<file path="config.mk">
export PLATFORM = sky130hd
export DESIGN_NAME = debug_trace_buffer
export DESIGN_NICKNAME = d
export VERILOG_FILES = /design/src/rtl/snn_debug_pkg.sv /design/src/rtl/debug_trace_ram.sv /design/src/rtl/debug_trace_buffer.sv
export SDC_FILE = /design/constraint.sdc
export NUM_CORES = 1
export LEC_CHECK = 0
export ABC_CLOCK_PERIOD_IN_PS = 3110
export CAP_MARGIN = 20
export CORE_ASPECT_RATIO = 2
export CORE_UTILIZATION = 35
export DETAILED_ROUTE_END_ITERATION = 6
export PLACE_DENSITY = 0.48
export SETUP_SLACK_MARGIN = 0.5
export SLEW_MARGIN = 30
export SYNTH_ARGS = -nofsm -noshare
export SYNTH_HDL_FRONTEND = slang
export SYNTH_SLANG_ARGS = --single-unit
</file>
<file path="constraint.sdc">
create_clock -name clk -period 3.11 [get_ports clk]
set_input_delay 0.622 -clock clk [delete_from_list [all_inputs] [get_ports clk]]
set_output_delay 0.622 -clock clk [all_outputs]
set_load 0.005 [all_outputs]
</file>
<file path="src/rtl/snn_debug_pkg.sv">
// rtl/snn_debug_pkg.sv - shared types and defaults for the SNN debug capture path
// Purpose: default debug sample width and the trace buffer state encoding.
// Ports: none (package).
package snn_debug_pkg;

  localparam int DEBUG_DATA_W = 8;

  typedef enum logic [1:0] {
    ST_IDLE    = 2'd0,
    ST_ARMED   = 2'd1,
    ST_POSTCAP = 2'd2,
    ST_DUMP    = 2'd3
  } trace_state_e;

endpackage

</file>
<file path="src/rtl/debug_trace_ram.sv">
// rtl/debug_trace_ram.sv - DEPTH x DATA_W sample store, one write port, async read
// Purpose: holds the circular trace window; contents are intentionally not reset.
// Ports:
//   clk   - clock
//   we    - write enable
//   waddr - write address
//   wdata - write data
//   raddr - read address
//   rdata - combinational read data at raddr
module debug_trace_ram
  import snn_debug_pkg::*;
#(
  parameter int DATA_W = DEBUG_DATA_W,
  parameter int DEPTH  = 16,
  parameter int ADDR_W = $clog2(DEPTH)
) (
  input  logic              clk,
  input  logic              we,
  input  logic [ADDR_W-1:0] waddr,
  input  logic [DATA_W-1:0] wdata,
  input  logic [ADDR_W-1:0] raddr,
  output logic [DATA_W-1:0] rdata
);

  logic [DATA_W-1:0] mem_q [DEPTH];

  always_ff @(posedge clk) begin
    if (we) begin
      mem_q[waddr] <= wdata;
    end
  end

  assign rdata = mem_q[raddr];

endmodule

</file>
<file path="src/rtl/debug_trace_buffer.sv">
// rtl/debug_trace_buffer.sv - pre/post-trigger trace capture with oldest-first byte dump
// Purpose: samples debug_in on each en into a ring, records POST samples after a
// trigger, then streams the captured window out over a valid/ready interface.
// Ports:
//   clk, rst          - clock, synchronous active-high reset
//   en, debug_in      - sample strobe and sample data
//   arm, trigger      - start (or restart) capture, capture event
//   dout, dout_valid, dout_last, dout_ready - registered output stream
//   state             - current FSM state
//   done              - one-cycle pulse after the final beat is accepted
module debug_trace_buffer
  import snn_debug_pkg::*;
#(
  parameter int DATA_W = DEBUG_DATA_W,
  parameter int DEPTH  = 16,
  parameter int POST   = 8,
  parameter int ADDR_W = $clog2(DEPTH)
) (
  input  logic              clk,
  input  logic              rst,
  input  logic              en,
  input  logic [DATA_W-1:0] debug_in,
  input  logic              arm,
  input  logic              trigger,
  output logic [DATA_W-1:0] dout,
  output logic              dout_valid,
  output logic              dout_last,
  input  logic              dout_ready,
  output logic [1:0]        state,
  output logic              done
);

  // Counters need one extra bit so they can hold DEPTH itself.
  localparam int CNT_W = ADDR_W + 1;
  localparam logic [CNT_W-1:0] DEPTH_C = CNT_W'(DEPTH);
  localparam logic [CNT_W-1:0] POST_C  = CNT_W'(POST);

  trace_state_e      state_q, state_d;
  logic [ADDR_W-1:0] wr_ptr_q, wr_ptr_d;
  logic [ADDR_W-1:0] rd_ptr_q, rd_ptr_d;
  logic [CNT_W-1:0]  fill_q, fill_d;
  logic [CNT_W-1:0]  post_cnt_q, post_cnt_d;
  logic [CNT_W-1:0]  rem_q, rem_d;
  logic [DATA_W-1:0] dout_q, dout_d;
  logic              dout_valid_q, dout_valid_d;
  logic              dout_last_q, dout_last_d;
  logic              done_q, done_d;

  logic              mem_we;
  logic [ADDR_W-1:0] rd_addr;
  logic [DATA_W-1:0] rd_data;
  logic              accept;

  assign accept = dout_valid_q && dout_ready;

  debug_trace_ram #(
    .DATA_W(DATA_W),
    .DEPTH (DEPTH),
    .ADDR_W(ADDR_W)
  ) u_ram (
    .clk  (clk),
    .we   (mem_we),
    .waddr(wr_ptr_q),
    .wdata(debug_in),
    .raddr(rd_addr),
    .rdata(rd_data)
  );

  always_comb begin
    state_d      = state_q;
    wr_ptr_d     = wr_ptr_q;
    rd_ptr_d     = rd_ptr_q;
    fill_d       = fill_q;
    post_cnt_d   = post_cnt_q;
    rem_d        = rem_q;
    dout_d       = dout_q;
    dout_valid_d = dout_valid_q;
    dout_last_d  = dout_last_q;
    done_d       = 1'b0;
    mem_we       = 1'b0;
    // Look one entry ahead on acceptance so the next beat loads without a bubble.
    rd_addr      = accept ? rd_ptr_q + ADDR_W'(1) : rd_ptr_q;

    unique case (state_q)
      ST_IDLE: begin
        if (arm) begin
          state_d    = ST_ARMED;
          wr_ptr_d   = '0;
          fill_d     = '0;
          post_cnt_d = '0;
        end
      end

      ST_ARMED, ST_POSTCAP: begin
        if (arm) begin
          state_d    = ST_ARMED;
          wr_ptr_d   = '0;
          fill_d     = '0;
          post_cnt_d = '0;
        end else begin
          if (en) begin
            mem_we   = 1'b1;
            wr_ptr_d = wr_ptr_q + ADDR_W'(1);
            if (fill_q != DEPTH_C) begin
              fill_d = fill_q + CNT_W'(1);
            end
          end
          if (state_q == ST_ARMED) begin
            if (trigger) begin
              state_d    = ST_POSTCAP;
              post_cnt_d = en ? CNT_W'(1) : '0;
            end
          end else if (en) begin
            post_cnt_d = post_cnt_q + CNT_W'(1);
          end
          // Covers POST==1 with en in the trigger cycle: straight to DUMP.
          if (state_d == ST_POSTCAP && post_cnt_d == POST_C) begin
            state_d  = ST_DUMP;
            rd_ptr_d = wr_ptr_d - fill_d[ADDR_W-1:0];
            rem_d    = fill_d;
          end
        end
      end

      ST_DUMP: begin
        if (!dout_valid_q) begin
          dout_d       = rd_data;
          dout_valid_d = 1'b1;
          dout_last_d  = (rem_q == CNT_W'(1));
        end else if (dout_ready) begin
          rd_ptr_d = rd_ptr_q + ADDR_W'(1);
          rem_d    = rem_q - CNT_W'(1);
          if (rem_q == CNT_W'(1)) begin
            dout_valid_d = 1'b0;
            dout_last_d  = 1'b0;
            done_d       = 1'b1;
            state_d      = ST_IDLE;
          end else begin
            dout_d      = rd_data;
            dout_last_d = (rem_q == CNT_W'(2));
          end
        end
      end

      default: state_d = ST_IDLE;
    endcase
  end

  always_ff @(posedge clk) begin
    if (rst) begin
      state_q      <= ST_IDLE;
      wr_ptr_q     <= '0;
      rd_ptr_q     <= '0;
      fill_q       <= '0;
      post_cnt_q   <= '0;
      rem_q        <= '0;
      dout_q       <= '0;
      dout_valid_q <= 1'b0;
      dout_last_q  <= 1'b0;
      done_q       <= 1'b0;
    end else begin
      state_q      <= state_d;
      wr_ptr_q     <= wr_ptr_d;
      rd_ptr_q     <= rd_ptr_d;
      fill_q       <= fill_d;
      post_cnt_q   <= post_cnt_d;
      rem_q        <= rem_d;
      dout_q       <= dout_d;
      dout_valid_q <= dout_valid_d;
      dout_last_q  <= dout_last_d;
      done_q       <= done_d;
    end
  end

  assign dout       = dout_q;
  assign dout_valid = dout_valid_q;
  assign dout_last  = dout_last_q;
  assign state      = state_q;
  assign done       = done_q;

endmodule

</file>
### Yosys cells after proc, flatten, opt, wreduce, memory -nomap -nowiden

Memory sizes are Yosys's and may differ from the RTL's.
Cells that the tools add are included.

* add/subtract/negate cells: 6
* equality and inequality tests: 16
* muxes and demuxes: 58
* bitwise gates (word level): 3
* reductions and logical operators: 12

Operators with widths (number)
* 5-bit two-way mux: 16
* 4-bit two-way mux: 10
* 5-bit one-hot mux with 2 select lines: 3
* 8-bit two-way mux: 3
* 2-bit two-way mux: 10
* 2-bit inequality test (second input constant): 8
* 4-bit one-hot mux with 2 select lines: 2
* 1-bit two-way mux: 13
* 5-bit by 1-bit adder with 5-bit output (second input constant): 2
* 4-bit by 1-bit adder with 4-bit output (second input constant): 2
* 2-bit equality test (second input constant): 3
* 2-bit one-hot mux with 3 select lines: 1
* 5-bit by 1-bit equality test with 1-bit output (second input constant): 1
* 5-bit by 2-bit equality test with 1-bit output (second input constant): 1
* 5-bit by 4-bit equality test with 1-bit output (second input constant): 1
* 5-bit inequality test (second input constant): 1
* 5-bit AND reduction: 1
* 5-bit by 1-bit subtractor with 5-bit output (second input constant): 1
* 2-bit AND reduction: 2
* 4-bit AND reduction: 1
* 2-bit nonzero test: 2
* 4-bit OR reduction: 1
* 4-bit subtractor: 1
* 1-bit inverter: 3
* other kinds (5): 6

* bits in registers: 36
* RAM bits: 128
* bits of input ports: 14
* word-level logic and storage cells: 106
* memories kept: 1

Memory list
* u_ram.mem_q: words 16, width 8, rd ports 1, clocked after memory_dff 0, wr ports 1, RTL line debug_trace_ram.sv:25 `logic [DATA_W-1:0] mem_q [DEPTH];`

### Logic depth before layout (Yosys ltp)

Gate-level depths: netlist of the first run.

* depth in word-level cells: 10
* depth in mapped cells: 13

### Cells and area by module

A second synthesis of the first run with hierarchy kept.

* cells, all modules: 493
* area, all modules: 7220.7 um^2

Modules (own cells, without submodules)
* debug_trace_ram: times used 1, cells an instance 221, area each 4987.3 um^2
* debug_trace_buffer: times used 1, cells an instance 272, area each 2233.4 um^2

### Least setup slack after synthesis of the first run

No wires, ideal clock.

* kind: input -> register
* start: input port en
* end: register rd_ptr_q[3]
* library setup time: 0.114 ns
* arrival time: 2.507 ns
* data required time: 2.996 ns
* path slack: 0.489 ns
* stages: 11
* path buffers: 2
* cells stage by stage: clkbuf_1 -> clkbuf_1 -> nand2_1 -> o21ai_0 -> ha_1 -> a21o_1 -> a21oi_1 -> xnor2_1 -> xnor2_1 -> o21ai_0 -> a21o_1

* longest elaborated chain between the ends: 9
* elaborated cells between the ends (all ways): 20
* those cells by class: add/sub: 1; eq/ne: 2; mux: 15; reduce/logical: 2

RTL lines
* from (decl): RTL line debug_trace_buffer.sv:21 `input logic en,`
* 1-bit two-way mux: RTL line debug_trace_buffer.sv:111 `post_cnt_d = en ? CNT_W'(1) : '0;`
* 5-bit two-way mux: RTL line debug_trace_buffer.sv:109 `if (trigger) begin`
* 5-bit two-way mux: RTL line debug_trace_buffer.sv:108 `if (state_q == ST_ARMED) begin`
* 5-bit two-way mux: RTL line debug_trace_buffer.sv:95 `if (arm) begin`
* 5-bit two-way mux: RTL line debug_trace_buffer.sv:84 `unique case (state_q)`
* 5-bit by 4-bit equality test with 1-bit output: RTL line debug_trace_buffer.sv:117 `if (state_d == ST_POSTCAP && post_cnt_d == POST_C) begin`
* 1-bit logical AND: RTL line debug_trace_buffer.sv:117
* 2-bit inequality test (no line)
* 5-bit AND reduction (no line)
* to (signal assigned): RTL line debug_trace_buffer.sv:164 `rd_ptr_q <= rd_ptr_d;`
* to (decl): RTL line debug_trace_buffer.sv:40 `logic [ADDR_W-1:0] rd_ptr_q, rd_ptr_d;`

Several ways; a longest one is shown, not always the timed one. The select of a mux whose other input is x is not followed.
A chain may end at the register's enable or synchronous reset.

### Final worst setup path of the first run

* start: input port dout_ready
* end: register dout_q[5] (netlist: dout[5])

* longest elaborated chain between the ends: 6
* elaborated cells between the ends (all ways): 8
* those cells by class: eq/ne: 1; mux: 4; reduce/logical: 2; memory: 1

RTL lines
* from (decl): RTL line debug_trace_buffer.sv:28 `input logic dout_ready,`
* 1-bit logical AND: RTL line debug_trace_buffer.sv:54 `assign accept = dout_valid_q && dout_ready;`
* 4-bit two-way mux: RTL line debug_trace_buffer.sv:82 `rd_addr = accept ? rd_ptr_q + ADDR_W'(1) : rd_ptr_q;`
* memory read 16 x 8 bit
* 8-bit two-way mux: RTL line debug_trace_buffer.sv:133 `if (rem_q == CNT_W'(1)) begin`
* 8-bit two-way mux: RTL line debug_trace_buffer.sv:130 `end else if (dout_ready) begin`
* 8-bit two-way mux: RTL line debug_trace_buffer.sv:126 `if (!dout_valid_q) begin`
* to (signal assigned): RTL line debug_trace_buffer.sv:168 `dout_q <= dout_d;`
* to (decl): RTL line debug_trace_buffer.sv:44 `logic [DATA_W-1:0] dout_q, dout_d;`

Several ways; a longest one is shown, not always the timed one. The select of a mux whose other input is x is not followed.

==> results.json, run 1 <==
{
  "end_kind": "flop",
  "syn_inst": 581,
  "drt_first_iter_violations": 331,
  "final_core_util_pct": 43.6,
  "setup_violations": 0,
  "die_w_um": 105,
  "grt_pass1_vias": 5091,
  "final-seq-area_sq_um": 4570,
  "cts_root_buf": "clkbuf_16",
  "antenna_left": 0,
  "cts_max_path_buffers": 2,
  "use_met1_pct": 17.6,
  "clock_skew_ns": 0.0110,
  "synthAdderAreaFrac_pct": 3.16,
  "crit_chain": "clkdlybuf4s50_1, and2_2, buf_4, nand2_1, xnor2_4, mux4_2, a22oi_1, o2111ai_1",
  "cts_buffers": 17,
  "num_rows": 74,
  "synth-compound-area-share_pct": 10.5,
  "ir_worst_vdd_mv": 0.313,
  "crit_fanout": 6,
  "die_y_um": 207,
  "max_clock_freq_ghz": 0.405,
  "busiest_layer": "met2",
  "drive_above_1_share_pct": 18.4,
  "num-fill-cells": 1954,
  "hold_violations": 0,
  "yosysWarnings": 0,
  "track_usage_pct": 17.9,
  "synth.net_count": 613,
  "crit_family": "buffers and inverters",
  "drc": 0,
  "startpoint_type": "input port",
  "cp.buffers_inverters": 2,
  "clock_latency_ns": 0.42,
  "use_met3_pct": 3.05,
  "grt_pass1_wl_um": 28400,
  "seq_area_frac_synth_pct": 62.0,
  "viasPerCell": 5.25,
  "synthMuxAreaShare_pct": 8.17,
  "coreArea_sq_um": 20600,
  "gp_congestion": 0.797,
  "antenna_cells": 0,
  "syn-cell-area_sq_um": 7360,
  "htreeDepth": 4,
  "cp.required_ns": 3.39,
  "grt_util_met2_pct": 34.2,
  "syn_area_per_cell_sq_um": 12.7,
  "synth_top_family_by_area": "simple AND/OR/NAND/NOR gates",
  "synthXorXnorAreaFrac_pct": 1.92,
  "synthFlopType": "edfxtp_1",
  "slew_violations": 0,
  "numPortBuffers": 26,
  "dr.pass1.iters": 4,
  "dpl.hpwl_um": 13700,
  "overflow": 0,
  "critPathArrivalTime_ns": 2.75,
  "power_density_nw_per_um2": 512,
  "cts.clk_slew.worst_paths_ns": 0.06,
  "crit_type": "in2reg",
  "period_share_pct": 79.5,
  "p_leak_nw": 3.17,
  "antenna_found_initial": 0,
  "cts.sinks": 164,
  "max_slew_margin_pct": 56.7,
  "io_pins": 27,
  "drv_cap": 0,
  "synth-simple-area-share_pct": 11.8,
  "vias": 4931,
  "grt_max_degree": 30,
  "rsz0062_at_grt": "no",
  "hold_class": "reg2reg",
  "cts_tree": "built",
  "routed_wl_um": 18600,
  "finalNetCount": 693,
  "ys_types": 56,
  "max_stage_delay_ns": 0.53,
  "holdBufCountCts": 0,
  "die_area_sq_um": 21700,
  "status": "finished clean",
  "synthArstFlopShare_pct": 0,
  "worst_pin_slew_ns": 0.648,
  "multi_input_area_sq_um": 2690,
  "areaGrowthSynthToFinish_pct": 21.8,
  "ys_ff_latch": 164,
  "finalSetupTns_ns": 0,
  "crit_slowest_cell": "mux4_2",
  "synth_enable_flop_cells": 128,
  "wl_per_cell_um": 19.8,
  "post-route-min-period_ns": 2.47,
  "initial_core_util_pct": 35.8
}
cell usage after synthesis, types with 3 or more instances:
cell / instances / share of area, %
o31ai_1: 3 / 0.31
a22oi_1: 8 / 0.82
nor3_1: 11 / 0.75
a21oi_1: 25 / 1.7
o2bb2ai_1: 4 / 0.48
edfxtp_1: 128 / 52
inv_1: 14 / 0.71
o21ai_0: 21 / 1.4
buf_4: 4 / 0.41
xnor2_1: 9 / 1.1
a311oi_1: 8 / 0.95
a222oi_1: 7 / 0.95
nand4_1: 5 / 0.42
o22ai_1: 3 / 0.25
ha_1: 17 / 2.9
nor2_1: 57 / 2.9
clkbuf_1: 12 / 0.61
mux2i_1: 32 / 4.4
mux4_2: 8 / 2.4
a32oi_1: 7 / 0.83
nand3_1: 19 / 1.3
nand2_1: 66 / 3.4
nand3b_1: 5 / 0.51
buf_2: 6 / 0.41
o2111ai_1: 4 / 0.48
nor2b_1: 5 / 0.42
xor2_1: 4 / 0.48
nand2b_1: 9 / 0.76
a21o_1: 5 / 0.51
mux2_2: 9 / 1.4
dfxtp_1: 36 / 9.8
area by class of cell:
class / count / share of cell area (%)
inverters: 14 / 0.586
multi-input cells: 378 / 30.0
repair buffers: 86 / 8.42
clock buffers: 19 / 4.94
flip-flops and latches: 164 / 50.9
clock inverters: 13 / 1.42
well taps: 266 / 3.71
per-stage QoR:
| step | hold WS [ns] | total power [mW] | cell area, sq um | setup slack (ns) | cells |
|---|---|---|---|---|---|
| detailed placement | 0.482 | 2.64 | 8250 | -0.0160 | 898 |
| CTS | 0.501 | 4.64 | 8880 | 0.496 | 937 |
| finish | 0.509 | 4.59 | 8960 | 0.639 | 940 |
| global placement | 0.482 | 2.64 | 8250 | 0.0643 | 898 |
| global route | 0.525 | 4.74 | 8960 | 0.504 | 940 |
| floorplan | 0.459 | 2.53 | 7360 | 0.573 | 581 |
layer usage:
metal  routed length (um)  vias up
met1                 6590     2426
met3                  509       45
met4                  838        0
li1                     -     2354
met5                    0        -
met2                10700      106
cells in the final DEF, fill, tap and decap left out, drive strengths merged, types with 3 or more instances in the layout:
| master | synthesis | routed |
|---|---|---|
| a21o | 5 | 5 |
| a311oi | 9 | 9 |
| dfxtp | 36 | 36 |
| buf | 13 | 59 |
| clkinvlp | 0 | 5 |
| inv | 14 | 17 |
| clkdlybuf4s50 | 0 | 25 |
| xor2 | 4 | 4 |
| ha | 17 | 17 |
| o21ai | 21 | 21 |
| o2bb2ai | 4 | 4 |
| o22ai | 3 | 3 |
| clkbuf | 12 | 20 |
| xnor2 | 10 | 10 |
| nor3 | 11 | 11 |
| a32oi | 7 | 7 |
| a21oi | 25 | 25 |
| edfxtp | 128 | 128 |
| nand3 | 19 | 19 |
| mux2i | 32 | 32 |
| nand2b | 9 | 9 |
| nor2 | 57 | 57 |
| nand3b | 5 | 5 |
| o31ai | 3 | 3 |
| mux2 | 9 | 9 |
| a222oi | 7 | 7 |
| o2111ai | 4 | 4 |
| nor2b | 5 | 5 |
| mux4 | 8 | 8 |
| nand2 | 66 | 66 |
| a22oi | 8 | 8 |
| clkinv | 0 | 4 |
| nand4 | 5 | 5 |
power by group:
| part | switching (mW) | internal [mW] | total, mW |
|---|---|---|---|
| Combinational | 0.132 | 0.0901 | 0.222 |
| Clock | 0.857 | 1.13 | 1.99 |
| Sequential | 0.00813 | 2.37 | 2.38 |
| Total | 0.996 | 3.59 | 4.59 |
worst min-delay path: cells and delay by family (launching register included):
kind,cells,cell delay [ns]
flops,1,0.35
compound gates,2,0.13
timing repair:
item                                    4_1_cts  5_1_grt
setup buffers                                 7        2
resized for setup                             3       12
endpoints found under the setup margin       13       11
cloned                                        0        1
pin swaps                                     2        3
registers in the layout (all words and copies together) (netlist names):
name and count:
dout_valid 1, done 1, fill_q 5, rem_q 5, dout 8, wr_ptr_q 4, state 2, u_ram.mem_q 128
dout_last 1, post_cnt_q 5, rd_ptr_q 4
final timing paths:
path                   start  endpoint  slack [ns]  depth (start not counted)
hold reg to reg      dout[4]   dout[4]        0.51                          2
setup reg to reg    state[0]  rem_q[3]        0.65                         10
hold / removal       dout[4]   dout[4]        0.51                          2
setup / recovery  dout_ready   dout[5]        0.64                          8
logic make-up (layout without fill, tap and decap cells):
kind of cell | count (synthesis) | in the layout
buf+inv | 39 | 132
xor+xnor | 14 | 14
mux | 49 | 49
flops | 164 | 164
compound gates | 108 | 108
simple gates | 189 | 189
fa+ha+maj | 18 | 18
Power figures use the tool's default switching activity.
==> run 2: changes to the inputs <==
- ABC_CLOCK_PERIOD_IN_PS: 3110 -> 2600
- clock period: 3.11 -> 2.6 ns (I/O delays scaled with it)
==> run 2 against run 1 <==
  * Cell count increased by 4.3%
  * Sequential cell count unchanged
  * Register-to-register slack got worse by 0.28 ns
  * Total power increased by 24%
  * Non-clock buffer count increased by 40
  * Clock power increased by 26%
  * Sequential share of layout area decreased by 3.2 points
  * Worst setup slack got worse by 0.27 ns
  * First-iteration DRC count decreased by 22%
  * Largest cell class unchanged
  * Design area increased by 7.1%
  * Wire length increased by 8.1%
  * Clock-buffer cell count decreased by 2
==> results.json, run 2 (same netlist as run 1, synthesis figures left out) <==
{
  "status": "finished clean",
  "cts_max_path_buffers": 2,
  "holdBufCountCts": 0,
  "crit_type": "reg2reg",
  "cp.buffers_inverters": 2,
  "max_clock_freq_ghz": 0.448,
  "hold_end": "dout[2]",
  "antenna_left": 0,
  "placedCellCount": 932,
  "period_share_pct": 85.9,
  "hp-start": "dout[2]",
  "mostFrequentLayoutCell": "edfxtp_1",
  "cp.required_ns": 2.98,
  "hold_ws_ns": 0.513,
  "power_density_nw_per_um2": 590,
  "post-route-min-period_ns": 2.23,
  "clock_skew_ns": 0.00953,
  "dr.pass1.iters": 4,
  "num_rows": 74,
  "die_y_um": 207,
  "ir_worst_vdd_mv": 0.350,
  "cts_tree": "built",
  "cts.sinks": 164,
  "timing.rr.start": "state[1]",
  "worst_pin_slew_ns": 0.773,
  "final_core_util_pct": 46.7,
  "largest_reg_flops": 128,
  "crit_family": "simple AND/OR/NAND/NOR gates",
  "crit_fanout": 8,
  "viasPerCell": 5.26,
  "hold_violations": 0,
  "slew_violations": 0,
  "max_stage_delay_ns": 0.35,
  "routed_wl_um": 20100,
  "r2r_slack_ns": 0.37,
  "grt_util_met2_pct": 39.8,
  "critPathArrivalTime_ns": 2.61,
  "grt_pass1_wl_um": 30600,
  "crit_chain": "inv_2, ha_4, and3b_1, and3_4, mux2i_4, nor4b_4, buf_4, or2_1, or3b_1, nand3_1",
  "wl_per_cell_um": 20.5,
  "track_usage_pct": 19.4,
  "vias": 5150,
  "final_area_sq_um": 9600,
  "antenna_found_initial": 0,
  "hold_depth": 2,
  "use_met3_pct": 2.67,
  "use_met1_pct": 17.4,
  "die_area_sq_um": 21700,
  "cts_buffers": 17,
  "antenna_cells": 0,
  "numPortBuffers": 26,
  "crit_slowest_cell": "or3b_1",
  "max_slew_margin_pct": 48.3,
  "preCtsSetupSlack_ns": -0.426,
  "fin_cells": 980,
  "clock_latency_ns": 0.43,
  "cts.clk_slew.worst_paths_ns": 0.07,
  "drive_above_1_share_pct": 29.3,
  "grt_pass1_vias": 5397,
  "setup_violations": 0,
  "p_leak_nw": 3.41,
  "end_kind": "flop",
  "layout_setup_ws_ns": 0.366,
  "htreeDepth": 4,
  "busiest_layer": "met2",
  "timing.rr.end": "rem_q[3]",
  "final_cell_mix": "128 x edfxtp_1, 81 x buf_4, 63 x nand2_1",
  "overflow": 0,
  "startpoint_type": "flop",
  "finalNetCount": 733,
  "io_pins": 27,
  "top_register": "u_ram.mem_q",
  "dpl.hpwl_um": 14600,
  "die_w_um": 105,
  "initial_core_util_pct": 35.8,
  "drt_first_iter_violations": 257,
  "grt_max_degree": 31,
  "gp_congestion": 0.861,
  "drc": 0,
  "drv_cap": 0,
  "rsz0062_at_grt": "yes",
  "cts_root_buf": "clkbuf_16",
  "rr_worst_depth": 10,
  "place_area_sq_um": 8600,
  "areaGrowthSynthToFinish_pct": 30.4,
  "coreArea_sq_um": 20600,
  "hold_class": "reg2reg"
}
## run 2: cell count changes in the layout (fill, tap and decap cells not counted), sizes merged
cell,before,now
bufinv,1,2
clkinv,4,7
dlymetal6s2s,1,0
dlygate4sd2,0,2
buf,59,100
clkinvlp,5,2
inv,17,18
clkdlybuf4s50,25,24
clkbuf,20,17
## run 2: worst max path at each step
| stage | cells past startpoint | slack, ns | from | endpoint |
|---|---|---|---|---|
| global placement | 9 | -0.37 | dout_ready | dout[4] |
| detailed placement | 9 | -0.43 | dout_ready | dout[4] |
| CTS | 10 | 0.37 | state[1] | rem_q[3] |
| finish | 10 | 0.37 | state[1] | rem_q[3] |
| global route | 11 | 0.21 | state[1] | rem_q[2] |
| floorplan | 9 | 0.31 | state[1] | rem_q[0] |
## run 2: what timing repair did
item,CTS,global route
setup buffers,13,3
pin swaps,20,8
resized for setup,64,16
endpoints found under the setup margin,154,124
## run 2: layout make-up
cell class | instances | area [sq um]
clock inverters | 15 | 155
repair buffers | 126 | 1140
clock buffers | 17 | 425
well taps | 266 | 333
multi-input cells | 378 | 2920
flip-flops and latches | 164 | 4580
fillers | 1897 | 11000
inverters | 14 | 52.6
## run 2: report_power, final
part	internal [mW]	switching (mW)	total, mW
registers	2.83	0.00922	2.84
clock network	1.42	1.08	2.50
logic	0.143	0.186	0.329
total	4.39	1.28	5.67
## run 2: metrics by stage
| stage | total power, mW | TNS (ns) |
|---|---|---|
| after global placement | 3.19 | -2.69 |
| after CTS | 5.71 | 0 |
| after detailed placement | 3.20 | -3.13 |
| after floorplan | 3.03 | 0 |
| after global routing | 5.84 | 0 |
| final | 5.67 | 0 |
## run 2: tightest hold or removal path: stages (launching register included)
cell and delay (ns):
dfxtp_1 0.35, a32oi_1 0.07, o21ai_0 0.06
## run 2: routing by layer
layer / up-vias / routed length, um
met1: 2592 / 6750
li1: 2444 / -
met2: 80 / 12200
met4: 0 / 799
met5: - / 0
met3: 34 / 384
==> run 3: changes to the inputs <==
- MAX_ROUTING_LAYER: not set -> met4
==> run 3 against run 2 <==
  * Clock skew is 0.00083 ns higher
  * Clock power hardly changed
  * Total power increased by 0.10%
  * Utilization is 0.13 points higher
  * Cell count increased by 1.2%
  * Clock-buffer cell count unchanged
  * Hold slack worse by 0.026 ns
  * Maximum frequency grew 0.22%
  * Largest cell class unchanged
==> results.json, run 3 (same netlist as run 1, synthesis figures left out) <==
{
  "status": "finished clean",
  "placedCellCount": 936,
  "slew_violations": 0,
  "cp.required_ns": 2.97,
  "clock_latency_ns": 0.42,
  "drv_cap": 0,
  "track_usage_pct": 19.6,
  "p_leak_nw": 3.47,
  "die_y_um": 207,
  "power_density_nw_per_um2": 589,
  "cts_buffers": 17,
  "worst_pin_slew_ns": 0.653,
  "timing.rr.start": "state[1]",
  "num_rows": 74,
  "hold_class": "reg2reg",
  "clock_skew_ns": 0.0104,
  "place_area_sq_um": 8630,
  "period_share_pct": 85.7,
  "drc": 0,
  "viasPerCell": 5.15,
  "routed_wl_um": 19300,
  "cts_max_path_buffers": 2,
  "cts_tree": "built",
  "top_register": "u_ram.mem_q",
  "areaGrowthSynthToFinish_pct": 30.8,
  "final_area_sq_um": 9630,
  "htreeDepth": 4,
  "finalNetCount": 745,
  "cts.sinks": 164,
  "dpl.hpwl_um": 13900,
  "setup_violations": 0,
  "grt_max_degree": 18,
  "crit_type": "reg2reg",
  "die_area_sq_um": 21700,
  "dr.pass1.iters": 4,
  "end_kind": "flop",
  "hold_violations": 0,
  "fin_cells": 992,
  "crit_chain": "inv_2, ha_4, and3b_1, and3_4, mux2i_4, nor4b_4, buf_4, or2_4, or3b_1, nand3_1",
  "wl_per_cell_um": 19.5,
  "initial_core_util_pct": 35.8,
  "num-fill-cells": 1888,
  "die_w_um": 105,
  "drt_first_iter_violations": 236,
  "largest_reg_flops": 128,
  "antenna_cells": 0,
  "antenna_found_initial": 0,
  "coreArea_sq_um": 20600,
  "ir_worst_vdd_mv": 0.383,
  "critPathArrivalTime_ns": 2.59,
  "vias": 5105,
  "io_pins": 27,
  "crit_path_start": "state[1]",
  "max_stage_delay_ns": 0.34,
  "startpoint_type": "flop",
  "max_slew_margin_pct": 56.4,
  "drive_above_1_share_pct": 29.5,
  "grt_pass1_wl_um": 30300,
  "final_cell_mix": "128 x edfxtp_1, 100 x buf_4, 65 x nand2_1",
  "post-route-min-period_ns": 2.23,
  "final_core_util_pct": 46.8,
  "hp-start": "dout[2]",
  "cts.clk_slew.worst_paths_ns": 0.07,
  "crit_slowest_cell": "dfxtp_2",
  "crit_fanout": 8,
  "gp_congestion": 0.833,
  "total_power_mw": 5.67,
  "rsz0062_at_grt": "yes",
  "grt_pass1_vias": 5540,
  "antenna_left": 0,
  "overflow": 0,
  "cts_root_buf": "clkbuf_16",
  "numPortBuffers": 26,
  "mostFrequentLayoutCell": "edfxtp_1",
  "max_clock_freq_ghz": 0.449
}
## run 3: cell types whose count changed in the layout (fill, tap and decap cells not counted), sizes merged
cell    change
clkinv      -3
inv         +3
buf        +12
## run 3: worst paths after layout
kind	to	slack [ns]	cells past startpoint
worst max-delay path	rem_q[3]	0.37	10
worst min-delay path	dout[2]	0.49	2
worst max register to register	rem_q[3]	0.37	10
worst min register to register	dout[2]	0.49	2
## run 3: timing repair
| item | in CTS | in global routing |
|---|---|---|
| setup buffers | 21 | 2 |
| gates resized for setup | 48 | 13 |
| gates cloned | 1 | 0 |
| pin swaps | 12 | 6 |
| endpoints found under the setup margin | 152 | 144 |
| endpoints found under the hold margin | 0 | 0 |
| hold buffers | 0 | 0 |
## run 3: layout make-up
| cell class | count | area, sq um | area share [%] |
|---|---|---|---|
| clock buffer | 17 | 425 | 4.42 |
| clock inverter | 15 | 166 | 1.73 |
| inverter | 14 | 52.6 | 0.546 |
| multi-input combinational | 378 | 2850 | 29.6 |
| sequential | 164 | 4580 | 47.6 |
| tap | 266 | 333 | 3.46 |
| timing repair buffer | 138 | 1220 | 12.7 |
## run 3: power breakdown
group          internal, mW  switching [mW]
clock                  1.44            1.07
combinational         0.146           0.184
sequential             2.83         0.00694
total                  4.42            1.26
## run 3: through the flow
| step | setup WS, ns | hold WS, ns | TNS, ns |
|---|---|---|---|
| detailed placement | -0.311 | 0.473 | -3.12 |
| global placement | -0.327 | 0.471 | -2.84 |
| finish | 0.371 | 0.487 | 0 |
| floorplan | 0.311 | 0.459 | 0 |
| global route | 0.260 | 0.540 | 0 |
| CTS | 0.368 | 0.491 | 0 |
## run 3: critical path: cells and delay by family, from the launching register on
kind / cells / cell delay, ns
AND/OR/NAND/NOR: 6 / 1.17
multiplexers: 1 / 0.27
flip-flops: 1 / 0.34
buffers and inverters: 2 / 0.22
adder cells (fa/ha/maj): 1 / 0.18
## run 3: per-layer routing
| layer | wire (um) | vias up | global-route usage [%] |
|---|---|---|---|
| li1 | - | 2459 | - |
| met1 | 6450 | 2549 | 17.3 |
| met2 | 11900 | 70 | 39.2 |
| met3 | 299 | 27 | 2.89 |
| met4 | 684 | 0 | 9.16 |
| met5 | 0 | - | - |
